**src/rtl/tap_select_ctrl.sv**
```systemverilog
// tap_select_ctrl: streams entropy into a tap selector, retries on byte-budget timeout, then writes the taps to the LFSR.
module tap_select_ctrl #(
  parameter int NUM_OF_TAPS = 15,
  parameter int SIZE        = 32,
  parameter int MAX_BYTES   = 1024,
  parameter int MAX_RETRY   = 3
) (
  input  logic                     clk,
  input  logic                     res,
  input  logic                     start,
  input  logic                     abort,
  input  logic [7:0]               src_data,
  input  logic                     src_valid,
  output logic                     src_ready,
  output logic                     sel_res,
  output logic                     sel_ena,
  output logic [7:0]               sel_din,
  output logic                     sel_take,
  input  logic [NUM_OF_TAPS*8-1:0] sel_taps,
  input  logic                     sel_done,
  output logic                     cfg_we,
  output logic [7:0]               cfg_addr,
  output logic [7:0]               cfg_data,
  output logic                     lfsr_load,
  output logic                     busy,
  output logic                     cfg_ok,
  output logic                     error,
  output logic [3:0]               retry_cnt
);
  localparam int CW = $clog2(MAX_BYTES + 1);
  if (NUM_OF_TAPS < 1 || NUM_OF_TAPS > 256 || SIZE < 2) begin : g_bad_params
    $error("tap_select_ctrl: unsupported NUM_OF_TAPS/SIZE");
  end
  typedef enum logic [2:0] {IDLE, CLEAR, COLLECT, CAPTURE, WRITE, LOAD, DONE, ERROR} state_t;
  state_t                   state_q;
  logic [3:0]               retry_q;
  logic [CW-1:0]            cnt_q;
  logic [NUM_OF_TAPS*8-1:0] taps_q;
  logic [7:0]               addr_q, data_q;
  logic                     we_q, load_q, clr_q, ena_q, busy_q, ok_q, err_q;
  logic                     coll;
  assign coll      = state_q == COLLECT;
  assign src_ready = coll && !sel_done;
  assign sel_take  = src_valid && src_ready;
  assign sel_din   = coll ? src_data : 8'd0;
  assign sel_res   = clr_q;
  assign sel_ena   = ena_q;
  assign cfg_we    = we_q;
  assign cfg_addr  = addr_q;
  assign cfg_data  = data_q;
  assign lfsr_load = load_q;
  assign busy      = busy_q;
  assign cfg_ok    = ok_q;
  assign error     = err_q;
  assign retry_cnt = retry_q;
  always_ff @(posedge clk) begin
    if (!res) begin
      state_q <= IDLE;
      retry_q <= '0;
      cnt_q   <= '0;
      taps_q  <= '0;
      addr_q  <= '0;
      data_q  <= '0;
      we_q    <= 1'b0;
      load_q  <= 1'b0;
      clr_q   <= 1'b0;
      ena_q   <= 1'b0;
      busy_q  <= 1'b0;
      ok_q    <= 1'b0;
      err_q   <= 1'b0;
    end else if (abort && state_q != IDLE) begin
      state_q <= IDLE;
      addr_q  <= '0;
      data_q  <= '0;
      we_q    <= 1'b0;
      load_q  <= 1'b0;
      clr_q   <= 1'b0;
      ena_q   <= 1'b0;
      busy_q  <= 1'b0;
      ok_q    <= 1'b0;
      err_q   <= 1'b0;
    end else begin
      case (state_q)
        IDLE, DONE, ERROR: if (start) begin
          state_q <= CLEAR;
          retry_q <= '0;
          clr_q   <= 1'b1;
          busy_q  <= 1'b1;
          ok_q    <= 1'b0;
          err_q   <= 1'b0;
        end
        CLEAR: begin
          state_q <= COLLECT;
          clr_q   <= 1'b0;
          ena_q   <= 1'b1;
          cnt_q   <= '0;
        end
        COLLECT: begin
          if (sel_take && cnt_q != CW'(MAX_BYTES)) cnt_q <= cnt_q + 1'b1;
          // a finishing selector wins over an exhausted byte budget
          if (sel_done) begin
            state_q <= CAPTURE;
            taps_q  <= sel_taps;
            addr_q  <= '0;
            ena_q   <= 1'b0;
          end else if (cnt_q == CW'(MAX_BYTES)) begin
            ena_q <= 1'b0;
            if (retry_q < 4'(MAX_RETRY)) begin
              state_q <= CLEAR;
              retry_q <= retry_q + 4'd1;
              clr_q   <= 1'b1;
            end else begin
              state_q <= ERROR;
              busy_q  <= 1'b0;
              err_q   <= 1'b1;
            end
          end
        end
        CAPTURE: begin
          state_q <= WRITE;
          we_q    <= 1'b1;
          addr_q  <= '0;
          data_q  <= taps_q[7:0];
          taps_q  <= taps_q >> 8;
        end
        WRITE: if (addr_q == 8'(NUM_OF_TAPS - 1)) begin
          state_q <= LOAD;
          we_q    <= 1'b0;
          load_q  <= 1'b1;
        end else begin
          addr_q <= addr_q + 8'd1;
          data_q <= taps_q[7:0];
          taps_q <= taps_q >> 8;
        end
        LOAD: begin
          state_q <= DONE;
          load_q  <= 1'b0;
          busy_q  <= 1'b0;
          ok_q    <= 1'b1;
        end
        default: state_q <= IDLE;
      endcase
    end
  end
endmodule

```
**config.mk**
```make
export PLATFORM = sky130hd
export DESIGN_NAME = tap_select_ctrl
export DESIGN_NICKNAME = d
export VERILOG_FILES = /design/src/rtl/tap_select_ctrl.sv
export SDC_FILE = /design/constraint.sdc
export NUM_CORES = 1
export LEC_CHECK = 0
export CORE_MARGIN = 10
export CORE_UTILIZATION = 40
export DETAILED_ROUTE_END_ITERATION = 8
export PLACE_DENSITY = 0.73
export SYNTH_ARGS = -nofsm -noshare
export SYNTH_HDL_FRONTEND = slang
export SYNTH_SLANG_ARGS = --single-unit
export TNS_END_PERCENT = 10
```
**constraint.sdc**
```tcl
create_clock -name clk -period 3 [get_ports clk]
set_clock_uncertainty 0.15 [all_clocks]
set_input_delay 0.6 -clock clk [delete_from_list [all_inputs] [get_ports clk]]
set_output_delay 0.6 -clock clk [all_outputs]
set_load 0.1 [all_outputs]
```
==> insert_results.sql <==
INSERT INTO impl_metrics (metric_group, metric, value, unit) VALUES
('clock_network', 'holdBufCountCts', '0', ''),
('yosys', 'yosysTopAreaCell', 'dfxtp_1', ''),
('global_route', 'antenna_found_initial', '0', ''),
('cells_and_area', 'layout-drive-gt1-share', '10.99', '%'),
('route', 'drc_errors', '0', ''),
('global_route', 'grt_start_max_net_pins', '121', ''),
('cells_and_area', 'flow.area_growth_from_synthesis', '34.06', '%'),
('placed_design', 'place.detailed.hpwl', '17.05', 'mm'),
('placed_design', 'gp_congestion', '0.8238', ''),
('yosys', 'synth_seq_cells', '161', ''),
('min_path', 'hold_wc_path_type', 'flip-flop to flip-flop', ''),
('timing', 'final.min_clock_period', '2.768', 'ns'),
('yosys', 'synth-edff-count', '0', ''),
('route', 'antenna_violating_nets_post_route', '0', ''),
('timing', 'totalNegativeSetupSlack', '0', 'ns'),
('yosys', 'synthesis.instances', '983', ''),
('clock_network', 'cts_root_buffer', 'clkbuf_16', ''),
('global_route', 'grt.total_usage', '18.54', '%'),
('clock_network', 'clock_transition_at_the_registers_of_the_reported_paths', '0.06', 'ns'),
('critical_path', 'critPathCaptureType', 'primary output', ''),
('floorplan', 'dieHeight', '160.1', 'um'),
('cells_and_area', 'fin_area', '10520', 'um2'),
('yosys', 'post_synth_main_area_contributors', 'dfxtp_1, a311oi_1, nand2_1, a31oi_1, clkbuf_1', ''),
('power', 'power.net_switching', '2.437', 'mW'),
('power', 'p_per_area', '660.6', 'nW/um2'),
('job', 'drv.max_cap_violation_count', '0', ''),
('global_route', 'vias_in_the_first_global_route', '7570', ''),
('yosys', 'post-synth-top-area-fraction', '41.07', '%'),
('clock_network', 'htree_num_levels', '4', ''),
('power', 'ir_worst_vdd', '0.3485', 'mV'),
('floorplan', 'design.core.area', '19400', 'um2'),
('yosys', 'count_of_cell_types_in_the_netlist', '58', ''),
('floorplan', 'boundaryPins', '171', ''),
('timing', 'final.period_utilization', '92.26', '%'),
('clock_network', 'worstSkewPairLatency', '0.41', 'ns'),
('yosys', 'synth_commonest_cells', 'nand2_1, dfxtp_1, a31oi_1', ''),
('yosys', 'avgSynthCellArea', '7.983', 'um2'),
('timing', 'slew_headroom', '30.55', '%'),
('timing', 'rsz_0062_raised_after_global_routing', 'no', ''),
('floorplan', 'starting_density', '40.45', '%'),
('cells_and_area', 'fill_cell_total_of_the_finished_layout', '1826', ''),
('timing', 'worst_margin_slew', '1.042', 'ns'),
('route', 'wl_per_cell', '17.99', 'um'),
('cells_and_area', 'number_of_diodes', '0', ''),
('route', 'detail_route.iter0.violations', '702', ''),
('placed_design', 'placement.io_buffers', '170', ''),
('outcome', 'status', 'finished, final reports clean', ''),
('yosys', 'yosys_warnings', '0', ''),
('clock_network', 'cts_tree', 'built', ''),
('power', 'pwr-share-comb', '32.4', '%'),
('critical_path', 'arrival_worst_endpoint', '2.02', 'ns'),
('critical_path', 'critical_path.cell_chain', 'buf_4 > nor2b_1 > and3_1 > buf_12', ''),
('global_route', 'wire_length_of_the_first_global_routing_pass', '40.21', 'mm'),
('cells_and_area', 'layout.nets', '1245', ''),
('placed_design', 'placement.cell_area', '9976', 'um2'),
('power', 'pwr-share-seq', '38.8', '%'),
('power', 'total_leakage_power', '3.680', 'nW'),
('critical_path', 'slowest_stage', 'dfxtp_2', ''),
('critical_path', 'cp_data_required_time', '2.25', 'ns'),
('timing', 'hold_viol_final', '0', ''),
('critical_path', 'critical_path_maximum_fanout', '13', ''),
('critical_path', 'critical_path_start_type', 'flip-flop', ''),
('yosys', 'synth_seq_area_share', '41.07', '%'),
('timing', 'finalSetupViolCount', '0', ''),
('clock_network', 'postCtsSetupRepairBufs', '0', ''),
('placed_design', 'dp.cells', '1352', ''),
('power', 'power.clock.fraction', '28.8', '%'),
('floorplan', 'fp.dieW', '160.1', 'um'),
('cells_and_area', 'layout.cells.non_filler', '1384', ''),
('floorplan', 'die-area', '25620', 'um2'),
('floorplan', 'floorplan.rows', '51', '');
==> area by class of cell <==
cell class                      count  area [um2]  share of cell area (%)
Multi-Input combinational cell    694        4111                   39.08
Clock inverter                     12       86.33                  0.8206
Clock buffer                       20       456.7                   4.341
Tap cell                          265       331.6                   3.152
Timing Repair Buffer              214        2240                   21.29
Inverter                           18       70.07                  0.6660
Sequential cell                   161        3224                   30.65
==> sequential cells by signal, summed over array words and instances (netlist names) <==
register,flops
taps_q,120
cnt_q,11
cfg_addr,8
cfg_data,8
retry_cnt,4
state_q,3
busy,1
cfg_ok,1
cfg_we,1
error,1
lfsr_load,1
sel_ena,1
sel_res,1
==> worst max-delay path: cells and delay by family (launching register included) <==
family,cells,cell delay (ns)
AND/OR/NAND/NOR,2,0.69
flip-flops,1,0.48
buffers and inverters,2,0.43
==> cell usage in the layout, fill, tap and decap left out, types with 3 or more instances in the layout <==
cell / Yosys / final
buf_4: 3 / 57
buf_12: 0 / 24
and3_1: 12 / 12
or4_1: 16 / 16
dfxtp_1: 161 / 160
clkinv_4: 0 / 4
clkinv_2: 0 / 5
o21ai_0: 20 / 20
a21oi_1: 33 / 33
a311oi_1: 113 / 113
nor2_1: 16 / 14
inv_1: 17 / 17
o21a_1: 3 / 3
o31ai_1: 13 / 13
o2111ai_1: 3 / 3
o21ai_1: 3 / 3
a31oi_1: 118 / 118
o221ai_1: 5 / 5
nand4_1: 6 / 6
ha_1: 5 / 5
nand2_1: 243 / 242
clkdlybuf4s50_1: 0 / 133
nor2b_1: 3 / 3
nor3_1: 5 / 5
or3_1: 5 / 5
o211ai_1: 4 / 4
nand4b_1: 3 / 3
clkbuf_16: 0 / 17
nand3_1: 32 / 31
==> final timing paths <==
check / start / end / slack, ns / cells after the start
worst max-delay path: state_q[1]$_SDFFE_PP0P_ / sel_din[1] / 0.23 / 4
worst min-delay path: cfg_data[5]$_SDFFE_PP0P_ / cfg_data[5]$_SDFFE_PP0P_ / 0.32 / 2
worst max register to register: state_q[2]$_SDFFE_PP0P_ / taps_q[27]$_SDFFE_PN0P_ / 0.43 / 6
worst min register to register: cfg_data[5]$_SDFFE_PP0P_ / cfg_data[5]$_SDFFE_PP0P_ / 0.32 / 2
==> routing by layer <==
layer / vias up / track usage, % / wire (um)
met1: 3840 / 25.13 / 11260
met4: 0 / 4.382 / 292
li1: 3971 / - / -
met2: 240 / 29.68 / 12090
met5: - / 0 / 0
met3: 20 / 3.599 / 1265
==> kinds of logic after synthesis <==
kind of cell / Yosys count / share of synthesized area (%)
DFF: 161 / 41.07
xor gates and xnor gates: 1 / 0.1116
adders and majority gates: 5 / 0.7972
buffers and inverters: 128 / 7.207
AOI/OAI and AO/OA: 329 / 29.96
muxes: 1 / 0.1276
and+or+nand+nor: 358 / 20.73
==> through the flow <==
step,power (mW),utilization [%],worst slack (ns),hold WS (ns)
floorplan,4.197,-,0.1436,0.2942
global placement,4.938,51.43,0.2324,0.3015
detailed placement,4.975,51.43,0.2037,0.3093
CTS,6.970,54.22,0.06118,0.3198
global route,7.309,54.23,0.1322,0.3359
finish,6.949,54.23,0.2321,0.3209
==> power groups by stage <==
stage,Sequential (mW),Clock (mW),Combinational [mW]
final,2.70,2.00,2.25
after global routing,2.73,2.12,2.46
after CTS,2.69,2.03,2.25
after detailed placement,2.73,0,2.24
after global placement,2.72,0,2.21
after floorplan,2.77,0,1.43
(Power assumes the default switching activity.)
